## src/rtl/walk_pkg.sv

```systemverilog
// walk_pkg
// Shared constants and helpers for the pedestrian walk-request bank.
//   N_CH_DEF        default number of crossings
//   SYNC_STAGES_DEF default synchroniser depth
//   DEBOUNCE_DEF    default debounce length in cycles
//   MAX_WAIT_DEF    default cycles before a pending request turns urgent
//   clog2()         ceiling log2, usable in parameter expressions
package walk_pkg;

  localparam int N_CH_DEF        = 4;
  localparam int SYNC_STAGES_DEF = 2;
  localparam int DEBOUNCE_DEF    = 4;
  localparam int MAX_WAIT_DEF    = 1000;

  // Smallest r with 2**r >= value; clog2(1) == 0.
  function automatic int clog2(input int value);
    int r;
    r = 0;
    for (int i = 0; i < 31; i++) begin
      if ((1 << i) < value) r = i + 1;
    end
    return r;
  endfunction

endpackage

```

## src/rtl/walk_input_conditioner.sv

```systemverilog
// walk_input_conditioner
// One-channel button conditioning: multi-flop synchroniser, stability
// debounce and a one-cycle rising-edge pulse of the debounced level.
// Ports:
//   clk     in   system clock
//   reset   in   asynchronous active-high reset, clears every flop
//   raw_i   in   raw asynchronous button level
//   rise_o  out  one-cycle pulse when the debounced level goes 0 -> 1
import walk_pkg::*;

module walk_input_conditioner #(
  parameter int SYNC_STAGES     = SYNC_STAGES_DEF,
  parameter int DEBOUNCE_CYCLES = DEBOUNCE_DEF
) (
  input  logic clk,
  input  logic reset,
  input  logic raw_i,
  output logic rise_o
);

  localparam int CNT_W = clog2(DEBOUNCE_CYCLES + 1);

  logic [SYNC_STAGES-1:0] sync_q, sync_d;
  logic                   deb_q, deb_d;
  logic                   deb_prev_q;
  logic [CNT_W-1:0]       cnt_q, cnt_d;
  logic                   sync_level;

  assign sync_level = sync_q[SYNC_STAGES-1];

  always_comb begin
    sync_d = {sync_q[SYNC_STAGES-2:0], raw_i};
  end

  // The counter tracks how many consecutive cycles the synchronised level
  // has disagreed with the debounced level. Any agreement restarts it, so
  // a glitch shorter than DEBOUNCE_CYCLES never flips the debounced level.
  always_comb begin
    deb_d = deb_q;
    cnt_d = '0;
    if (sync_level != deb_q) begin
      if (cnt_q == CNT_W'(DEBOUNCE_CYCLES - 1)) begin
        deb_d = sync_level;
      end else begin
        cnt_d = cnt_q + 1'b1;
      end
    end
  end

  always_ff @(posedge clk or posedge reset) begin
    if (reset) begin
      sync_q     <= '0;
      deb_q      <= 1'b0;
      deb_prev_q <= 1'b0;
      cnt_q      <= '0;
    end else begin
      sync_q     <= sync_d;
      deb_q      <= deb_d;
      deb_prev_q <= deb_q;
      cnt_q      <= cnt_d;
    end
  end

  // deb_prev_q also clears on reset, so a button held through reset
  // produces a fresh pulse once it has been re-debounced.
  assign rise_o = deb_q & ~deb_prev_q;

endmodule

```

## src/rtl/walk_request_bank.sv

```systemverilog
// walk_request_bank
// Conditions N_CH pedestrian buttons, latches one pending walk request per
// crossing, ages each request and offers one request at a time to the
// traffic-light controller.
// Ports:
//   clk          in   system clock, rising edge
//   reset        in   asynchronous active-high reset
//   WR_Sync      in   raw button levels, one per crossing
//   WR_Reset     in   per-crossing synchronous clear of the pending request
//   grant_ack    in   one-cycle pulse: controller served the offered crossing
//   WR           out  registered pending-request flags
//   urgent       out  registered: request has pended MAX_WAIT cycles
//   grant_valid  out  combinational: some request is pending
//   grant_idx    out  combinational: crossing currently offered
//
// Handshake: grant_valid/grant_idx form the offer and may change every
// cycle. grant_ack is an accept strobe that only takes effect while
// grant_valid is high; it then clears the offered request and moves the
// round-robin pointer one past it. An ack with grant_valid low is ignored.
import walk_pkg::*;

module walk_request_bank #(
  parameter int  N_CH            = N_CH_DEF,
  parameter int  SYNC_STAGES     = SYNC_STAGES_DEF,
  parameter int  DEBOUNCE_CYCLES = DEBOUNCE_DEF,
  parameter int  MAX_WAIT        = MAX_WAIT_DEF,
  localparam int WAIT_W          = clog2(MAX_WAIT + 1),
  localparam int IDX_W           = (N_CH > 2) ? clog2(N_CH) : 1
) (
  input  logic             clk,
  input  logic             reset,
  input  logic [N_CH-1:0]  WR_Sync,
  input  logic [N_CH-1:0]  WR_Reset,
  input  logic             grant_ack,
  output logic [N_CH-1:0]  WR,
  output logic [N_CH-1:0]  urgent,
  output logic             grant_valid,
  output logic [IDX_W-1:0] grant_idx
);

  logic [N_CH-1:0]   rise_c;
  logic [N_CH-1:0]   clr_c;
  logic              ack_ok_c;
  logic [N_CH-1:0]   wr_q, wr_d;
  logic [N_CH-1:0]   urgent_q, urgent_d;
  logic [WAIT_W-1:0] wait_q [N_CH];
  logic [WAIT_W-1:0] wait_d [N_CH];
  logic [IDX_W-1:0]  rr_q, rr_d;
  logic              found_c;
  logic [IDX_W:0]    cand_c;

  // Input conditioning, one instance per crossing.
  for (genvar g = 0; g < N_CH; g++) begin : g_cond
    walk_input_conditioner #(
      .SYNC_STAGES     (SYNC_STAGES),
      .DEBOUNCE_CYCLES (DEBOUNCE_CYCLES)
    ) u_cond (
      .clk    (clk),
      .reset  (reset),
      .raw_i  (WR_Sync[g]),
      .rise_o (rise_c[g])
    );
  end

  // Arbiter: urgency first (lowest index wins), then round-robin
  // starting at rr_q and wrapping modulo N_CH.
  always_comb begin
    grant_idx = '0;
    found_c   = 1'b0;
    cand_c    = '0;
    for (int i = 0; i < N_CH; i++) begin
      if (!found_c && urgent_q[i]) begin
        grant_idx = IDX_W'(i);
        found_c   = 1'b1;
      end
    end
    for (int k = 0; k < N_CH; k++) begin
      cand_c = {1'b0, rr_q} + (IDX_W + 1)'(k);
      if (cand_c >= (IDX_W + 1)'(N_CH)) begin
        cand_c = cand_c - (IDX_W + 1)'(N_CH);
      end
      if (!found_c && wr_q[cand_c[IDX_W-1:0]]) begin
        grant_idx = cand_c[IDX_W-1:0];
        found_c   = 1'b1;
      end
    end
  end

  assign grant_valid = |wr_q;
  assign ack_ok_c    = grant_ack & grant_valid;

  // A controller override and an accepted ack on the same crossing
  // collapse into one clear.
  always_comb begin
    for (int i = 0; i < N_CH; i++) begin
      clr_c[i] = WR_Reset[i] | (ack_ok_c & (grant_idx == IDX_W'(i)));
    end
  end

  // Request latch and ageing. A rise beats a clear so a press landing on
  // the service cycle is kept; that request is then treated as new and
  // its age restarts.
  always_comb begin
    for (int i = 0; i < N_CH; i++) begin
      wr_d[i]   = wr_q[i];
      wait_d[i] = wait_q[i];
      if (rise_c[i]) begin
        wr_d[i] = 1'b1;
      end else if (clr_c[i]) begin
        wr_d[i] = 1'b0;
      end
      if (!wr_d[i] || (rise_c[i] && clr_c[i])) begin
        wait_d[i] = '0;
      end else if (wr_q[i] && (wait_q[i] != WAIT_W'(MAX_WAIT))) begin
        wait_d[i] = wait_q[i] + 1'b1;
      end
      // Registered from the next age so urgent tracks wait_q exactly.
      urgent_d[i] = (wait_d[i] == WAIT_W'(MAX_WAIT));
    end
  end

  // Pointer moves one past the served crossing, only on an accepted ack.
  always_comb begin
    rr_d = rr_q;
    if (ack_ok_c) begin
      if (grant_idx == IDX_W'(N_CH - 1)) begin
        rr_d = '0;
      end else begin
        rr_d = grant_idx + 1'b1;
      end
    end
  end

  always_ff @(posedge clk or posedge reset) begin
    if (reset) begin
      wr_q     <= '0;
      urgent_q <= '0;
      rr_q     <= '0;
      for (int i = 0; i < N_CH; i++) begin
        wait_q[i] <= '0;
      end
    end else begin
      wr_q     <= wr_d;
      urgent_q <= urgent_d;
      rr_q     <= rr_d;
      for (int i = 0; i < N_CH; i++) begin
        wait_q[i] <= wait_d[i];
      end
    end
  end

  assign WR     = wr_q;
  assign urgent = urgent_q;

endmodule

```

## config.mk

```make
export PLATFORM = sky130hd
export DESIGN_NAME = walk_request_bank
export DESIGN_NICKNAME = d
export VERILOG_FILES = /design/src/rtl/walk_pkg.sv /design/src/rtl/walk_input_conditioner.sv /design/src/rtl/walk_request_bank.sv
export SDC_FILE = /design/constraint.sdc
export NUM_CORES = 1
export LEC_CHECK = 0
export CORE_ASPECT_RATIO = 0.75
export CORE_MARGIN = 10
export CORE_UTILIZATION = 64
export CTS_CLUSTER_DIAMETER = 120
export DETAILED_ROUTE_END_ITERATION = 12
export PLACE_DENSITY = 0.94
export SETUP_SLACK_MARGIN = 0.15
export SYNTH_ARGS = -nofsm -noshare
export SYNTH_HDL_FRONTEND = slang
export SYNTH_SLANG_ARGS = --single-unit
```

## constraint.sdc

```tcl
create_clock -name clk -period 7.9 [get_ports clk]
set_input_delay 2.37 -clock clk [delete_from_list [all_inputs] [get_ports clk]]
set_output_delay 2.37 -clock clk [all_outputs]
set_load 0.05 [all_outputs]
```

Word level (Yosys, flattened, before mapping) --
Cells that the tools add are included.
Word-level totals: bits in registers 78, output and inout bits 11, logic and storage cells 170
Operators by class: add/sub/neg operators 16, order comparisons 8, equal/unequal tests 19, multiplexer cells 51, bitwise operators 17, reduce and logical (&&, ||, !) cells 36
Operator list (number):
- 10-bit two-way mux | 8
- 10-bit by 1-bit adder with 10-bit output (second input constant) | 4
- 10-bit equality test (second input constant) | 4
- 10-bit inequality test (second input constant) | 4
- 3-bit two-way mux | 8
- 2-bit two-way mux | 11
- 1-bit two-way mux | 20
- 1-bit logical AND | 15
- 3-bit by 1-bit adder with 3-bit output (second input constant) | 4
- 3-bit by 2-bit equality test with 1-bit output (second input constant) | 4
- 2-bit by 3-bit less-than comparator with 1-bit output (second input constant) | 4
- 1-bit zero test | 11
- 1-bit AND | 9
- 3-bit >= comparator (second input constant) | 3
- 1-bit binary-select mux with 2-bit select | 4
- 2-bit AND reduction | 4
- 2-bit by 1-bit subtractor with 2-bit output (second input constant) | 4
- 2-bit by 2-bit adder with 3-bit output (second input constant) | 2
- 2-bit equality test (second input constant) | 2
- 1-bit logical OR | 4
- 1-bit inequality test | 4
- 1-bit inverter | 4
- 1-bit OR | 4
- 4-bit OR reduction | 1
- other kinds (5) | 5

Logic depth before layout (Yosys ltp) --
Gate-level depths: netlist of the first run.
word-level depth 31, gate-level depth with buffers 10

Modules after synthesis --
A second synthesis of the first run with hierarchy kept.
Unflattened totals: cell total of the unflattened synthesis 417, area total of the unflattened synthesis 4152.7 um^2
Modules (own cells, without submodules):
- walk_request_bank | instances 1, cells an instance 353, area each 3146.8 um^2, seq. area each 1251.2 um^2
- walk_input_conditioner | instances 4, cells an instance 16, area each 251.5 um^2, seq. area each 175.2 um^2

Least setup slack after synthesis of the first run --
No wires, ideal clock.
kind reg-to-output, start point register urgent_q[3], in the netlist urgent[3], end point output port grant_idx[0], data arrival time 2103 ps, path slack 3427 ps, cell stages (with the launch flop) 7, buffers on the path 1, cells stage by stage dfrtp_1 -> nor4_4 -> nand2_1 -> or4_1 -> and4_4 -> buf_6 -> inv_2
On the way: word-level cells in the longest chain between the ends 14, elaborated cells on any way between the ends 18
Ends and longest elaborated chain:
- from (decl) | RTL line walk_request_bank.sv:45 | logic [N_CH-1:0] urgent_q, urgent_d;
- from (signal assigned) | RTL line walk_request_bank.sv:144 | urgent_q <= urgent_d;
- 1-bit logical AND (*) | RTL line walk_request_bank.sv:72 | if (!found_c && urgent_q[i]) begin
- 1-bit two-way mux | RTL line walk_request_bank.sv:72
- 1-bit zero test | RTL line walk_request_bank.sv:82 | if (!found_c && wr_q[cand_c[IDX_W-1:0]]) begin
- 1-bit logical AND | RTL line walk_request_bank.sv:82
- 1-bit two-way mux | RTL line walk_request_bank.sv:82
- 1-bit zero test | RTL line walk_request_bank.sv:82
- 1-bit logical AND | RTL line walk_request_bank.sv:82
- 1-bit two-way mux | RTL line walk_request_bank.sv:82
- 1-bit zero test | RTL line walk_request_bank.sv:82
- 1-bit logical AND | RTL line walk_request_bank.sv:82
- 1-bit two-way mux | RTL line walk_request_bank.sv:82
- 1-bit zero test | RTL line walk_request_bank.sv:82
- 1-bit logical AND | RTL line walk_request_bank.sv:82
- 2-bit two-way mux (*) | RTL line walk_request_bank.sv:82
- to (decl) | RTL line walk_request_bank.sv:38 | output logic [IDX_W-1:0] grant_idx
Mark *: on every way between the ends. The rest lies on a longest branch, timed or not.

Worst setup path after layout of the first run --
start point register rr_q[1], end point output port grant_idx[1]
On the way: word-level cells in the longest chain between the ends 15, elaborated cells on any way between the ends 37
Ends and longest elaborated chain:
- from (decl) | RTL line walk_request_bank.sv:48 | logic [IDX_W-1:0] rr_q, rr_d;
- from (signal assigned) | RTL line walk_request_bank.sv:145 | rr_q <= rr_d;
- parallel branches: the longest is 14 deep, another holds 2-bit by 1-bit adder with 3-bit output
- 2-bit two-way mux (*) | RTL line walk_request_bank.sv:82
Mark *: on every way between the ends. The select of a mux whose other input is x is not followed.

==> results of run 1 <==
[cell families after synthesis]
| group | after synthesis | share of synthesized area, % |
|---|---|---|
| AOI/OAI and AO/OA | 57 | 9.67 |
| DFF | 78 | 45.7 |
| muxes | 12 | 3.11 |
| xor gates and xnor gates | 47 | 9.65 |
| adders and majority gates | 12 | 3.52 |
| and+or+nand+nor | 190 | 24.5 |
| buffers and inverters | 37 | 3.78 |
[how the worst min path moves through the flow]
stage / startpoint / endpoint / slack [ns]
after floorplan: g_cond[0].u_cond.sync_q[0] / g_cond[0].u_cond.sync_q[1] / 0.33
after global placement: g_cond[2].u_cond.sync_q[0] / g_cond[2].u_cond.sync_q[1] / 0.33
after detailed placement: g_cond[3].u_cond.sync_q[0] / g_cond[3].u_cond.sync_q[1] / 0.34
after CTS: g_cond[1].u_cond.sync_q[0] / g_cond[1].u_cond.sync_q[1] / 0.36
after global routing: g_cond[1].u_cond.sync_q[0] / g_cond[1].u_cond.sync_q[1] / 0.37
final: g_cond[1].u_cond.sync_q[0] / g_cond[1].u_cond.sync_q[1] / 0.35
[flip-flops by register name (all words and copies together) (netlist names)]
signal / cells
wait_q: 40
g_cond.u_cond.sync_q: 8
urgent: 4
WR: 4
g_cond.u_cond.deb_q: 4
g_cond.u_cond.deb_prev_q: 4
rr_q: 2
g_cond.u_cond.cnt_q: 12
[worst register-to-register path, stage by stage (launching register included)]
cell and delay [ns]:
dfrtp_1 0.61, xor2_1 0.24, mux2_4 0.34, a2111oi_0 0.29, o32a_1 0.55, a311o_1 0.70, o21ai_2 0.11
[report_power, final]
part / internal, mW / switching (mW) / leakage, nW / total (mW)
Combinational: 0.244 / 0.385 / 0.768 / 0.629
Clock: 0.156 / 0.151 / 0.0987 / 0.307
Sequential: 0.464 / 0.0969 / 1.03 / 0.561
Total: 0.864 / 0.633 / 1.90 / 1.50
[routing by layer]
| metal | vias up | share of wire (%) |
|---|---|---|
| met1 | 1608 | 44 |
| met3 | 12 | 5.5 |
| met4 | 0 | 1.2 |
| li1 | 1533 | - |
| met5 | - | 0 |
| met2 | 111 | 49 |
[Yosys cell counts (all sizes together) (11+ instances only)]
library cell	instances	area, µm²
dfrtp	78	1950
nor2	54	225
nand2	31	116
xnor2	25	219
xor2	22	193
inv	20	75.1
nor3	14	70.1
a21oi	13	65.1
ha	12	150
nand3	12	60.1
clkbuf	11	41.3
nand4	11	68.8
nor3b	11	82.6
[through the flow]
step | power [mW] | instance area (µm²)
3_3_place_gp | 1.15 | 4500
3_5_place_dp | 1.19 | 4500
4_1_cts | 1.50 | 4710
5_1_grt | 1.58 | 4710
6_report | 1.50 | 4710
2_1_floorplan | 1.05 | 4270
[layout make-up]
class,count,area (µm²),area share [%]
Inverter,20,75.1,1.59
Timing Repair Buffer,22,218,4.62
Clock inverter,6,71.3,1.51
Sequential cell,78,1950,41.4
Multi-Input combinational cell,318,2150,45.7
Tap cell,81,101,2.15
Clock buffer,10,138,2.92
==> impl_metrics.env, run 1 <==
export IMPL_rr_endpoint="WR[2]"
export IMPL_crit_buf_inv=1
export IMPL_path_clk_slew_ns=0.08
export IMPL_diodes=0
export IMPL_worst_hold_path_type="reg2reg"
export IMPL_ir_drop_v=0.000207
export IMPL_cts_made_buffers=9
export IMPL_grt_overflow=0
export IMPL_grt_setup_unrepaired="no"
export IMPL_use_met2_pct=28.1
export IMPL_use_met3_pct=5.25
export IMPL_cp_start_kind="flip-flop"
export IMPL_powerDensity_mw_per_mm2=318
export IMPL_grt_pass1_wl_mm=15.0
export IMPL_timing_rr_start="rr_q[1]"
export IMPL_rows=25
export IMPL_timing_final_ws_setup_ns=2.21
export IMPL_cp_depth=5
export IMPL_fin_crit_ns=5.69
export IMPL_cts_tree="built"
export IMPL_postCtsSetupRepairBufs=0
export IMPL_worstPathCellList="xor2_1 -> mux2_4 -> a2111oi_0 -> o32a_1 -> clkdlybuf4s50_1"
export IMPL_wl_per_cell_um=16.5
export IMPL_synth_cells=433
export IMPL_holdPathStages=0
export IMPL_final_hold_viol_count=0
export IMPL_synth_main_ff_cell="dfrtp_1"
export IMPL_critical_path_required_ns=5.53
export IMPL_coreArea_mm2=0.00638
export IMPL_port_buffer_count=21
export IMPL_ys_types=58
export IMPL_final_cell_mix="dfrtp_1, nor2_1, nand2_1, xnor2_1, xor2_1"
export IMPL_cts_hold_buffers=0
export IMPL_crit_path_end="grant_idx[1]"
export IMPL_worstSkewPairLatency_ns=0.35
export IMPL_grt_usage_pct=17.5
export IMPL_dieArea_mm2=0.0104
export IMPL_vias=3264
export IMPL_finalSetupViolations=0
export IMPL_viasPerCell=6.10
export IMPL_route_final_wire_length_mm=8.80
export IMPL_outcome="complete, no violations"
export IMPL_synth_seq_area_share_pct=45.7
export IMPL_slowest_delay_ns=0.94
export IMPL_crit_path_top_delay_cell="clkdlybuf4s50_1"
export IMPL_worstPathArrival_ns=3.32
export IMPL_max_cap_viol_count=0
export IMPL_post_place_ws_ns=2.62
export IMPL_final_util_pct=73.8
export IMPL_p_leak_nw=1.90
export IMPL_grt_pass1_vias=3137
export IMPL_htreeDepth=3
export IMPL_drv_slew=0
export IMPL_syn_nets=456
export IMPL_fin_cells=535
export IMPL_clkSinkCount=78
export IMPL_cts_root_buf="clkbuf_8"
export IMPL_r2r_cells=6
export IMPL_hold_slack_ns=0.355
export IMPL_syn_avg_cell_area_um2=9.86
export IMPL_setup_tns_ns=0
export IMPL_antenna_found_initial=0
export IMPL_final_nets=472
export IMPL_fmax_mhz=176
export IMPL_synth_warnings=0
export IMPL_critPathMaxFanout=13
export IMPL_die_y_um=90.7
export IMPL_drt_initial_drc_count=293
export IMPL_end_kind="output pin"
export IMPL_start_util_pct=66.9
export IMPL_final_common_cell="dfrtp_1"
export IMPL_drive_above_1_share_pct=9.69
export IMPL_cts_buffer_depth=2
export IMPL_synth_area_mm2=0.00427
export IMPL_syn_to_final_growth_pct=10.3
export IMPL_critPathTopFamily="buffers and inverters"
export IMPL_path_class="reg2out"
export IMPL_ant_nets=0
export IMPL_remaining_drc_errors=0
export IMPL_tightest_slew_ns=0.993
export IMPL_dp_cells=519
export IMPL_grt_start_max_net_pins=79
export IMPL_rrSetupSlack_ns=4.93
export IMPL_grt_busiest_layer="met2"
export IMPL_cts_resized=0
export IMPL_fillers=446
export IMPL_fin_skew_ns=0.00541
export IMPL_relSlewSlack_pct=32.9
export IMPL_dp_hpwl_mm=6.20
export IMPL_ios=22
export IMPL_synth_edf_count=0
export IMPL_synthArstFlopShare_pct=100
export IMPL_crit_start="rr_q[1]"
export IMPL_met1_usage_pct=22.6
export IMPL_synth_seq_cells=78
export IMPL_die_w_um=114
export IMPL_first_pass_iters=4
export IMPL_routabilityCongestion=0.876
export IMPL_fin_crit_sh_pct=72.0
Power figures use the tool's default switching activity.
==> run 2, diff against run 1 <==
--- a/config.mk
+++ b/config.mk
@@ -7,10 +7,10 @@
 export LEC_CHECK = 0
 export CORE_ASPECT_RATIO = 0.75
 export CORE_MARGIN = 10
-export CORE_UTILIZATION = 64
+export CORE_UTILIZATION = 54
 export CTS_CLUSTER_DIAMETER = 120
 export DETAILED_ROUTE_END_ITERATION = 12
-export PLACE_DENSITY = 0.94
+export PLACE_DENSITY = 0.86
 export SETUP_SLACK_MARGIN = 0.15
 export SYNTH_ARGS = -nofsm -noshare
 export SYNTH_HDL_FRONTEND = slang
==> constraint.sdc (replaced) <==
create_clock -name clk -period 5 [get_ports clk]
set_input_delay 1.5 -clock clk [delete_from_list [all_inputs] [get_ports clk]]
set_output_delay 1.5 -clock clk [all_outputs]
set_load 0.05 [all_outputs]
==> impl_metrics.env, run 2 (synthesis gave the netlist of run 1 again) <==
export IMPL_slowest_delay_ns=0.85
export IMPL_grt_start_max_net_pins=60
export IMPL_fmax_mhz=212
export IMPL_port_buffer_count=21
export IMPL_final_cell_mix="dfrtp_1, nor2_1, nand2_1, xnor2_1, xor2_1"
export IMPL_cts_tree="built"
export IMPL_cp_start_kind="flip-flop"
export IMPL_dp_cells=540
export IMPL_powerDensity_mw_per_mm2=488
export IMPL_worst_hold_path_type="reg2reg"
export IMPL_post_place_ws_ns=0.704
export IMPL_critical_path_required_ns=3.50
export IMPL_grt_overflow=0
export IMPL_start_util_pct=56.9
export IMPL_cts_root_buf="clkbuf_8"
export IMPL_diodes=0
export IMPL_multi_input_area_mm2=0.00215
export IMPL_ir_drop_v=0.000350
export IMPL_regArea_mm2=0.00195
export IMPL_ant_nets=0
export IMPL_setup_tns_ns=0
export IMPL_tightest_slew_ns=0.893
export IMPL_outcome="complete, no violations"
export IMPL_cts_hold_buffers=0
export IMPL_htreeDepth=3
export IMPL_fin_skew_ns=0.00871
export IMPL_vias=3137
export IMPL_grt_setup_unrepaired="no"
export IMPL_crit_buf_inv=2
export IMPL_power_total_mw=2.30
export IMPL_cts_buffer_depth=2
export IMPL_path_clk_slew_ns=0.08
export IMPL_regMostFlops="wait_q"
export IMPL_viasPerCell=5.64
export IMPL_ios=22
export IMPL_wl_per_cell_um=15.1
export IMPL_p_leak_nw=1.89
export IMPL_postCtsSetupRepairBufs=0
export IMPL_max_cap_viol_count=0
export IMPL_drv_slew=0
export IMPL_final_util_pct=62.8
export IMPL_cts_resized=0
export IMPL_grt_pass1_wl_mm=14.2
export IMPL_final_nets=473
export IMPL_finalSetupViolations=0
export IMPL_fin_area_mm2=0.00471
export IMPL_fillers=594
export IMPL_critPathTopFamily="buffers and inverters"
export IMPL_timing_final_ws_setup_ns=0.277
export IMPL_die_y_um=97.0
export IMPL_dieArea_mm2=0.0119
export IMPL_fin_crit_ns=4.72
export IMPL_syn_to_final_growth_pct=10.3
export IMPL_route_final_wire_length_mm=8.41
export IMPL_first_pass_iters=5
export IMPL_dp_hpwl_mm=6.05
export IMPL_routabilityCongestion=0.953
export IMPL_fin_cells=556
export IMPL_hold_slack_ns=0.353
export IMPL_critPathMaxFanout=13
export IMPL_grt_pass1_vias=3110
export IMPL_relSlewSlack_pct=39.7
export IMPL_reg_largest_list="wait_q (40), g_cond.u_cond.cnt_q (12), g_cond.u_cond.sync_q (8)"
export IMPL_remaining_drc_errors=0
export IMPL_grt_usage_pct=14.5
export IMPL_clkSinkCount=78
export IMPL_worstPathArrival_ns=3.22
export IMPL_place_area_mm2=0.00453
export IMPL_drt_initial_drc_count=354
export IMPL_antenna_found_initial=0
export IMPL_crit_path_top_delay_cell="clkdlybuf4s50_1"
export IMPL_drive_above_1_share_pct=9.67
export IMPL_final_hold_viol_count=0
export IMPL_end_kind="output pin"
export IMPL_worstSkewPairLatency_ns=0.36
export IMPL_die_w_um=123
export IMPL_path_class="reg2out"
export IMPL_final_common_cell="dfrtp_1"
export IMPL_largest_reg_flops=40
export IMPL_coreArea_mm2=0.00750
export IMPL_fin_crit_sh_pct=94.5
export IMPL_cts_made_buffers=9
export IMPL_worstPathCellList="xor2_1 -> mux2_4 -> or4_1 -> and4_4 -> inv_2 -> clkdlybuf4s50_1"
export IMPL_rows=27
[run 2: where the power goes]
group | leakage, nW | internal [mW] | switching, mW
logic | 0.773 | 0.398 | 0.592
clock network | 0.0829 | 0.183 | 0.238
registers | 1.03 | 0.733 | 0.154
[run 2: final cells by class]
cell class                      instances  share of cell area (%)
Timing Repair Buffer                   23                    4.78
Clock buffer                           10                    2.71
Clock inverter                          6                   0.984
Multi-Input combinational cell        318                    45.8
Inverter                               20                    1.59
Sequential cell                        78                    41.5
Tap cell                              101                    2.68
[run 2: per-layer routing]
| metal | wire, µm | track usage [%] | vias up |
|---|---|---|---|
| met5 | 0 | 0 | - |
| met1 | 3960 | 18.8 | 1501 |
| met2 | 3770 | 21.8 | 84 |
| met4 | 107 | 4.67 | 0 |
| li1 | - | - | 1538 |
| met3 | 570 | 5.62 | 14 |
[run 2: worst paths after layout]
kind	startpoint	endpoint	slack, ns	depth (start not counted)
worst max-delay path	rr_q[1]	grant_idx[0]	0.28	6
worst min-delay path	g_cond[2].u_cond.sync_q[0]	g_cond[2].u_cond.sync_q[1]	0.35	0
worst max register to register	rr_q[1]	WR[2]	2.21	7
worst min register to register	g_cond[2].u_cond.sync_q[0]	g_cond[2].u_cond.sync_q[1]	0.35	0
max in group asynchronous	reset	wait_q[23]	2.47	3
min in group asynchronous	reset	wait_q[31]	1.44	2
